--- src/rtl/axi_lite_cut.sv ---
// axi_lite_cut: pipeline cut for one AXI-Lite link.
//
// Every channel (AW, W, B, AR, R) passes through its own two-entry spill register.
// Valid, payload and ready leaving the block all come straight from flops. Forward
// latency is one cycle, and each channel sustains one beat per cycle.
// DATA_WIDTH must be 32 or 64.
// With BYPASS=1 the block reduces to plain wires: no state, and rst_i is ignored.
//
// Ports:
//   clk_i       clock
//   rst_i       synchronous reset, active-high
//   slv_req_i   request from upstream master
//               {aw_addr, aw_prot, aw_valid, w_data, w_strb, w_valid, b_ready,
//                ar_addr, ar_prot, ar_valid, r_ready}
//   slv_resp_o  response to upstream master
//               {aw_ready, w_ready, b_resp, b_valid, ar_ready, r_data, r_resp, r_valid}
//   mst_req_o   request to downstream (same packing as slv_req_i)
//   mst_resp_i  response from downstream (same packing as slv_resp_o)
module axi_lite_cut #(
  parameter int unsigned  ADDR_WIDTH = 32,
  parameter int unsigned  DATA_WIDTH = 32,
  parameter bit           BYPASS     = 1'b0,
  localparam int unsigned STRB_W     = DATA_WIDTH / 8,
  localparam int unsigned REQ_W      = 2 * (ADDR_WIDTH + 3) + DATA_WIDTH + STRB_W + 5,
  localparam int unsigned RESP_W     = DATA_WIDTH + 9
) (
  input  logic              clk_i,
  input  logic              rst_i,
  input  logic [REQ_W-1:0]  slv_req_i,
  output logic [RESP_W-1:0] slv_resp_o,
  output logic [REQ_W-1:0]  mst_req_o,
  input  logic [RESP_W-1:0] mst_resp_i
);

  if (BYPASS) begin : g_bypass
    assign mst_req_o  = slv_req_i;
    assign slv_resp_o = mst_resp_i;
  end else begin : g_cut
    localparam int unsigned AxW = ADDR_WIDTH + 3;       // {addr, prot}
    localparam int unsigned WW  = DATA_WIDTH + STRB_W;  // {data, strb}
    localparam int unsigned BW  = 2;                    // resp
    localparam int unsigned RW  = DATA_WIDTH + 2;       // {data, resp}

    // "in" is the side a channel's beats arrive on, "out" the side they leave on.
    // For B and R that means in = downstream port and out = upstream port.
    logic [AxW-1:0] aw_in_pl, aw_out_pl, ar_in_pl, ar_out_pl;
    logic [WW-1:0]  w_in_pl, w_out_pl;
    logic [BW-1:0]  b_in_pl, b_out_pl;
    logic [RW-1:0]  r_in_pl, r_out_pl;
    logic aw_in_valid, aw_in_ready, aw_out_valid, aw_out_ready;
    logic w_in_valid, w_in_ready, w_out_valid, w_out_ready;
    logic b_in_valid, b_in_ready, b_out_valid, b_out_ready;
    logic ar_in_valid, ar_in_ready, ar_out_valid, ar_out_ready;
    logic r_in_valid, r_in_ready, r_out_valid, r_out_ready;

    assign {aw_in_pl, aw_in_valid, w_in_pl, w_in_valid, b_out_ready,
            ar_in_pl, ar_in_valid, r_out_ready} = slv_req_i;
    assign {aw_out_ready, w_out_ready, b_in_pl, b_in_valid, ar_out_ready,
            r_in_pl, r_in_valid} = mst_resp_i;

    assign mst_req_o  = {aw_out_pl, aw_out_valid, w_out_pl, w_out_valid, b_in_ready,
                         ar_out_pl, ar_out_valid, r_in_ready};
    assign slv_resp_o = {aw_in_ready, w_in_ready, b_out_pl, b_out_valid, ar_in_ready,
                         r_out_pl, r_out_valid};

    // Channel index: 0 AW, 1 W, 2 B, 3 AR, 4 R.
    for (genvar c = 0; c < 5; c++) begin : g_chan
      localparam int unsigned PW = (c == 0 || c == 3) ? AxW :
                                   (c == 1)           ? WW  :
                                   (c == 2)           ? BW  : RW;

      logic [PW-1:0] in_pl, a_pl_q, a_pl_d, b_pl_q, b_pl_d;
      logic          in_valid, in_ready, out_valid, out_ready;
      logic          a_full_q, a_full_d, b_full_q, b_full_d;
      logic          in_hs, out_hs;

      // Readies and valids are masked by rst_i so that both read 0 during the
      // reset cycle, while the flops still hold their pre-reset contents.
      assign in_ready  = ~b_full_q & ~rst_i;
      assign out_valid = a_full_q & ~rst_i;
      assign in_hs     = in_valid & in_ready;
      assign out_hs    = out_valid & out_ready;

      always_comb begin
        a_full_d = a_full_q;
        b_full_d = b_full_q;
        a_pl_d   = a_pl_q;
        b_pl_d   = b_pl_q;
        if (!a_full_q) begin
          if (in_hs) begin
            a_full_d = 1'b1;
            a_pl_d   = in_pl;
          end
        end else if (!b_full_q) begin
          case ({in_hs, out_hs})
            2'b10: begin
              b_full_d = 1'b1;
              b_pl_d   = in_pl;
            end
            2'b01: a_full_d = 1'b0;
            2'b11: a_pl_d = in_pl;
            default: ;
          endcase
        end else if (out_hs) begin
          // Both slots full: ready is low, so only the drain can happen.
          b_full_d = 1'b0;
          a_pl_d   = b_pl_q;
        end
      end

      always_ff @(posedge clk_i) begin
        if (rst_i) begin
          a_full_q <= 1'b0;
          b_full_q <= 1'b0;
          a_pl_q   <= '0;
          b_pl_q   <= '0;
        end else begin
          a_full_q <= a_full_d;
          b_full_q <= b_full_d;
          a_pl_q   <= a_pl_d;
          b_pl_q   <= b_pl_d;
        end
      end

      if (c == 0) begin : g_aw
        assign in_pl        = aw_in_pl;
        assign in_valid     = aw_in_valid;
        assign aw_in_ready  = in_ready;
        assign aw_out_pl    = a_pl_q;
        assign aw_out_valid = out_valid;
        assign out_ready    = aw_out_ready;
      end else if (c == 1) begin : g_w
        assign in_pl       = w_in_pl;
        assign in_valid    = w_in_valid;
        assign w_in_ready  = in_ready;
        assign w_out_pl    = a_pl_q;
        assign w_out_valid = out_valid;
        assign out_ready   = w_out_ready;
      end else if (c == 2) begin : g_b
        assign in_pl       = b_in_pl;
        assign in_valid    = b_in_valid;
        assign b_in_ready  = in_ready;
        assign b_out_pl    = a_pl_q;
        assign b_out_valid = out_valid;
        assign out_ready   = b_out_ready;
      end else if (c == 3) begin : g_ar
        assign in_pl        = ar_in_pl;
        assign in_valid     = ar_in_valid;
        assign ar_in_ready  = in_ready;
        assign ar_out_pl    = a_pl_q;
        assign ar_out_valid = out_valid;
        assign out_ready    = ar_out_ready;
      end else begin : g_r
        assign in_pl       = r_in_pl;
        assign in_valid    = r_in_valid;
        assign r_in_ready  = in_ready;
        assign r_out_pl    = a_pl_q;
        assign r_out_valid = out_valid;
        assign out_ready   = r_out_ready;
      end
    end
  end

endmodule

--- config.mk ---
export PLATFORM = sky130hd
export DESIGN_NAME = axi_lite_cut
export DESIGN_NICKNAME = d
export VERILOG_FILES = /design/src/rtl/axi_lite_cut.sv
export SDC_FILE = /design/constraint.sdc
export NUM_CORES = 1
export LEC_CHECK = 0
export ABC_CLOCK_PERIOD_IN_PS = 1700
export CORE_UTILIZATION = 44
export DETAILED_ROUTE_END_ITERATION = 7
export PLACE_DENSITY = 0.7
export SYNTH_ARGS = -nofsm -noshare
export SYNTH_HDL_FRONTEND = slang
export SYNTH_SLANG_ARGS = --single-unit
--- constraint.sdc ---
create_clock -name clk_i -period 1.7 [get_ports clk_i]
set_input_delay 0.255 -clock clk_i [delete_from_list [all_inputs] [get_ports clk_i]]
set_output_delay 0.255 -clock clk_i [all_outputs]
set_load 0.005 [all_outputs]
Word-level counts from Yosys, hierarchy flattened
Index checks and enable logic that the tools add are counted.
Storage, ports and cells
  bits in writable memories: 0
  register bits after elaboration: 294
  ROM bits: 0
  memories: 0
  logic and storage cells: 146
  latch bits: 0
Cells by class
  $lt $le $gt $ge: 0
  shifts and indexed selects: 0
  eq/ne operators: 25
  muxes and demuxes: 60
  multipliers: 0
  divide/modulo/power cells: 0
  bitwise gates (word level): 26
  add/subtract/negate cells: 0
  reductions and logical operators: 15
Operators by type and width (number)
  $mux W35: 10
  $mux W36: 5
  $mux W34: 5
  $mux W1: 35
  $reduce_and A3 Y1: 10
  $and A1 B1 Y1: 20
  $eq A2 B2 Y1 const B: 10
  $ne A3 B1 Y1 const B: 5
  $ne A3 B2 Y1 const B: 5
  $eq A2 B1 Y1 const B: 5
  $mux W2: 5
  $reduce_bool A2 Y1: 5
  $not A1 Y1: 6

Logic depth before layout (Yosys ltp)
  depth after elaboration: 7
  mapped depth: 7
  mapped depth without buffers: 3

Worst setup path before layout
Ideal clock, no wire load.
  path kind: input to output
  start: in rst_i
  end: out mst_req_o[37]
  path slack: 0.208 ns
  required time: 1.445 ns
  arrival time: 1.237 ns
  stages: 6
  path buffers: 5
  cell sequence: buf_2 buf_2 buf_2 buf_1 nor2_1 buf_4
On the way
  cells in the longest elaborated chain, start to end: 2
RTL lines
  from (decl): RTL line 28  | input logic rst_i,
  $not A1 Y1: RTL line 79  | assign in_ready = ~b_full_q & ~rst_i;
  $and A1 B1 Y1: RTL line 79
  to (decl): RTL line 31  | output logic [REQ_W-1:0] mst_req_o,
Every way passes these cells.

Final worst setup path
  start: reg g_cut.g_chan[0].a_pl_q[3], in the netlist g_cut.aw_out_pl[3]
  end: out mst_req_o[79]
RTL lines
  from (decl): RTL line 72  | logic [PW-1:0] in_pl, a_pl_q, a_pl_d, b_pl_q, b_pl_d;
  from (signal assigned): RTL line 120  | a_pl_q <= a_pl_d;
No word-level cell between the ends.

==> summary.md <==
| Metric | Value |
|---|---|
| # IOs | 306 |
| CTS hold repair buffers | 0 |
| Hold Vio Cnt, Final | 0 |
| WP data required | 1.44 ns |
| Number of synthesized flops with an enable pin | 0 |
| Initial core utilization | 0.4501 |
| Top cell type's share of synthesized area | 0.3871 |
| Clock-pin slew on the worst setup and hold paths | 0.06 ns |
| Pwr per Cell Area | 884.7 nW/um^2 |
| Row Count | 67 |
| Leakage | 7.108 nW |
| Initial antenna violation count | 6 |
| Delay-heaviest family, CP | buffers and inverters |
| Clk buf depth | 3 |
| Reg power frac | 0.402 |
| Share of layout cells above drive strength 1 | 0.1599 |
| Most frequent cell after synthesis | dfxtp_1 |
| Async SR Flop Fraction | 0 |
| Crit start category | flop |
| Synth Instances | 1752 |
| Buf/Inv on CP | 1 |
| Max Clock Freq | 602.3 MHz |
| Yosys warning count | 0 |
| Sequential area share after synthesis | 0.3871 |
| Yosys cell types | 26 |
| Total GRT Usage | 0.2461 |
| Net Switching | 4.566 mW |
| R2r startpoint | g_cut.g_chan[4].a_full_q$_SDFF_PP0_ |
| Power share of the clock group | 0.433 |
| Remaining antenna violation count | 0 |
| Slowest cell on crit path | clkdlybuf4s50_1 |
| Detailed Routing Iterations Pass 1 | 5 |
| TritonCTS Buffers | 35 |
| Crit Path Class | flop to primary output |
| Port bufs | 305 |
| Grt total ovfl | 0 |
| Sink Count | 294 |
| # DRC | 0 |
| DRT iter0 DRCs | 1050 |
| # Max-Cap Violations | 0 |
| First-pass GRT wire length | 73080 um |
| FF-to-FF path depth | 6 |
| Top FF cell, synth | dfxtp_1 |
| Critical Path Max Stage Delay | 0.54 ns |
| Largest net degree at the start of global routing | 98 |
| Area of the die | 35300 um^2 |
| Reg2reg setup slack | 0.07 ns |
| Internal power | 13.56 mW |
| HPWL Detailed | 28640 um |
| Final Max Tran Viols | 0 |
| Period minus WS final | 1.660 ns |
| Drt wl/cell | 18.78 um |
| Final hold slack | 0.06223 ns |
| Slew Limit Headroom | 0.7385 |
| Worst-path fanout max | 2 |
| Core Area | 33780 um^2 |
| Syn_nets | 1906 |
| Synth area leaders | dfxtp_1 39%, a2111o_1 11%, a21oi_1 9.6% |
| Crit end category | primary output |
| Chip height | 187.9 um |
| CP Data Arrival Time | 1.41 ns |
| Clock latency on the worst-skew pair | 0.51 ns |
| Switching Fraction | 0.2519 |
| Peak VDD IR | 0.0007278 V |
| Worst Hold Path EP | g_cut.g_chan[1].a_pl_q[6]$_SDFFE_PP0P_ |
| Syn avg cell area | 8.678 um^2 |
| Critical path, cell by cell | clkdlybuf4s50_1 |
| WL final | 45700 um |
| Overall Power | 18.12 mW |
| Hold Crit Depth | 2 |
| Post-synth top cells | 294 x dfxtp_1, 292 x a21oi_1, 282 x nand3_1 |
| Hold Crit Start | rst_i |
| Final period utilization | 0.9766 |
| Slew @ Worst Pin | 0.3922 ns |
| Final Core Density | 0.6064 |
| DIE WIDTH | 187.9 um |
| Gpl congestion | 0.8066 |
| Setup Viol. Count Final | 0 |
| CTS tree | built |
| Cell area after synthesis | 15200 um^2 |
| Clk_skew | 0.01919 ns |
| NumNets Final | 2113 |
| Logic pwr share | 0.165 |
| Area grow syn2layout | 34.74% |
| Synth Register Bits | 294 |
| R2r endpoint | g_cut.g_chan[4].a_pl_q[25]$_SDFFE_PP0P_ |
| Status | completed |
| Routed via count | 14800 |
| Root Buffer | clkbuf_16 |
| Min-delay worst type | primary input to flop |
| Vias per cell | 6.082 |
| Vias in the first global route | 13910 |
| Setup TNS | 0 ns |
| Synth area leader | dfxtp_1 |
| CTS H-Tree Depth | 2 |
[per-layer routing]
| layer | vias up | share of wire | track usage |
|---|---|---|---|
| li1 | 7106 | - | - |
| met1 | 7047 | 0.43 | 0.3286 |
| met2 | 553 | 0.47 | 0.3990 |
| met3 | 83 | 0.073 | 0.04978 |
| met4 | 8 | 0.024 | 0.07317 |
| met5 | - | 0.0010 | 0 |
[per-stage QoR]
stage | area (um^2) | worst slack [ns] | instances
2_1_floorplan | 15200 | 0.2084 | 1752
3_3_place_gp | 19020 | -0.05506 | 2356
3_5_place_dp | 19020 | -0.09659 | 2356
4_1_cts | 20390 | 0.002923 | 2428
5_1_grt | 20480 | -0.01092 | 2432
6_report | 20490 | 0.03980 | 2433
[cell usage in the layout (no fill, tap or decap), types with 4 or more instances in the layout]
cell type	synthesis	routed
clkbuf_16	0	39
nor2b_4	0	4
clkinv_2	0	4
buf_4	20	85
a21bo_1	42	42
o21ai_0	145	145
o31ai_1	142	142
dfxtp_4	0	9
nor4bb_4	0	4
clkbuf_8	0	8
a21oi_1	292	289
nor2_1	7	7
bufinv_16	0	4
nor2b_1	10	6
a2111o_1	142	142
nand3_1	282	282
clkdlybuf4s50_1	0	287
clkbuf_1	141	7
dfxtp_1	294	280
nand4bb_1	4	4
nand2b_1	5	5
mux2i_4	0	4
a211oi_1	5	5
dlygate4sd2_1	0	13
a21bo_2	100	100
buf_12	0	37
dfxtp_2	0	5
[flip-flops by register name, summed over array words and instances, names as in the netlist]
register / count
g_cut.aw_out_pl: 35
g_cut.g_chan.a_pl_q: 70
g_cut.g_chan.b_full_q: 5
g_cut.b_out_pl: 2
g_cut.g_chan.b_pl_q: 142
g_cut.ar_out_pl: 35
g_cut.g_chan.a_full_q: 5
[kinds of logic (layout without fill, tap and decap cells)]
group / Yosys count / count (layout) / synth area share
AOI/OAI and AO/OA: 868 / 868 / 0.4151
buffers and inverters: 270 / 501 / 0.08533
DFF: 294 / 294 / 0.3871
and+or+nand+nor: 313 / 313 / 0.1071
other: 0 / 2 / 0
muxes: 7 / 7 / 0.005349
[power groups by stage]
stage	sequential, mW	clock, mW	combinational (mW)
global placement	7.46	0	2.83
detailed placement	7.46	0	2.87
finish	7.28	7.85	2.99
global route	7.31	8.32	3.20
CTS	7.28	8.02	2.97
floorplan	7.40	0	1.55
[repair_timing]
item                       in CTS  in global routing
cloned                          3                  2
pin swaps                       0                  1
setup buffers                   9                  2
hold endpoints to repair        0                  0
setup endpoints to repair      15                 23
resized for setup              26                 14
[layout make-up]
class | count | area (um^2)
timing repair buffer | 435 | 4604
tap | 448 | 560.5
antenna | 2 | 5.005
clock inverter | 9 | 148.9
sequential | 294 | 5926
fill | 2847 | 13300
multi-input combinational | 1188 | 8162
inverter | 5 | 18.77
clock buffer | 52 | 1062
[how the worst max path moves through the flow]
stage / from / to / cells after the start
after floorplan: rst_i / mst_req_o[37] / 6
after global placement: slv_req_i[1] / g_cut.g_chan[3].b_pl_q[15]$_SDFFE_PP0P_ / 5
after detailed placement: slv_req_i[1] / g_cut.g_chan[3].b_pl_q[10]$_SDFFE_PP0P_ / 5
after CTS: g_cut.aw_out_pl[30]$_SDFFE_PP0P_ / mst_req_o[106] / 1
after global routing: g_cut.g_chan[0].b_full_q$_SDFFE_PP0P_ / g_cut.g_chan[0].b_pl_q[34]$_SDFFE_PP0P_ / 7
final: g_cut.aw_out_pl[3]$_SDFFE_PP0P_ / mst_req_o[79] / 1
(Power assumes the default switching activity.)
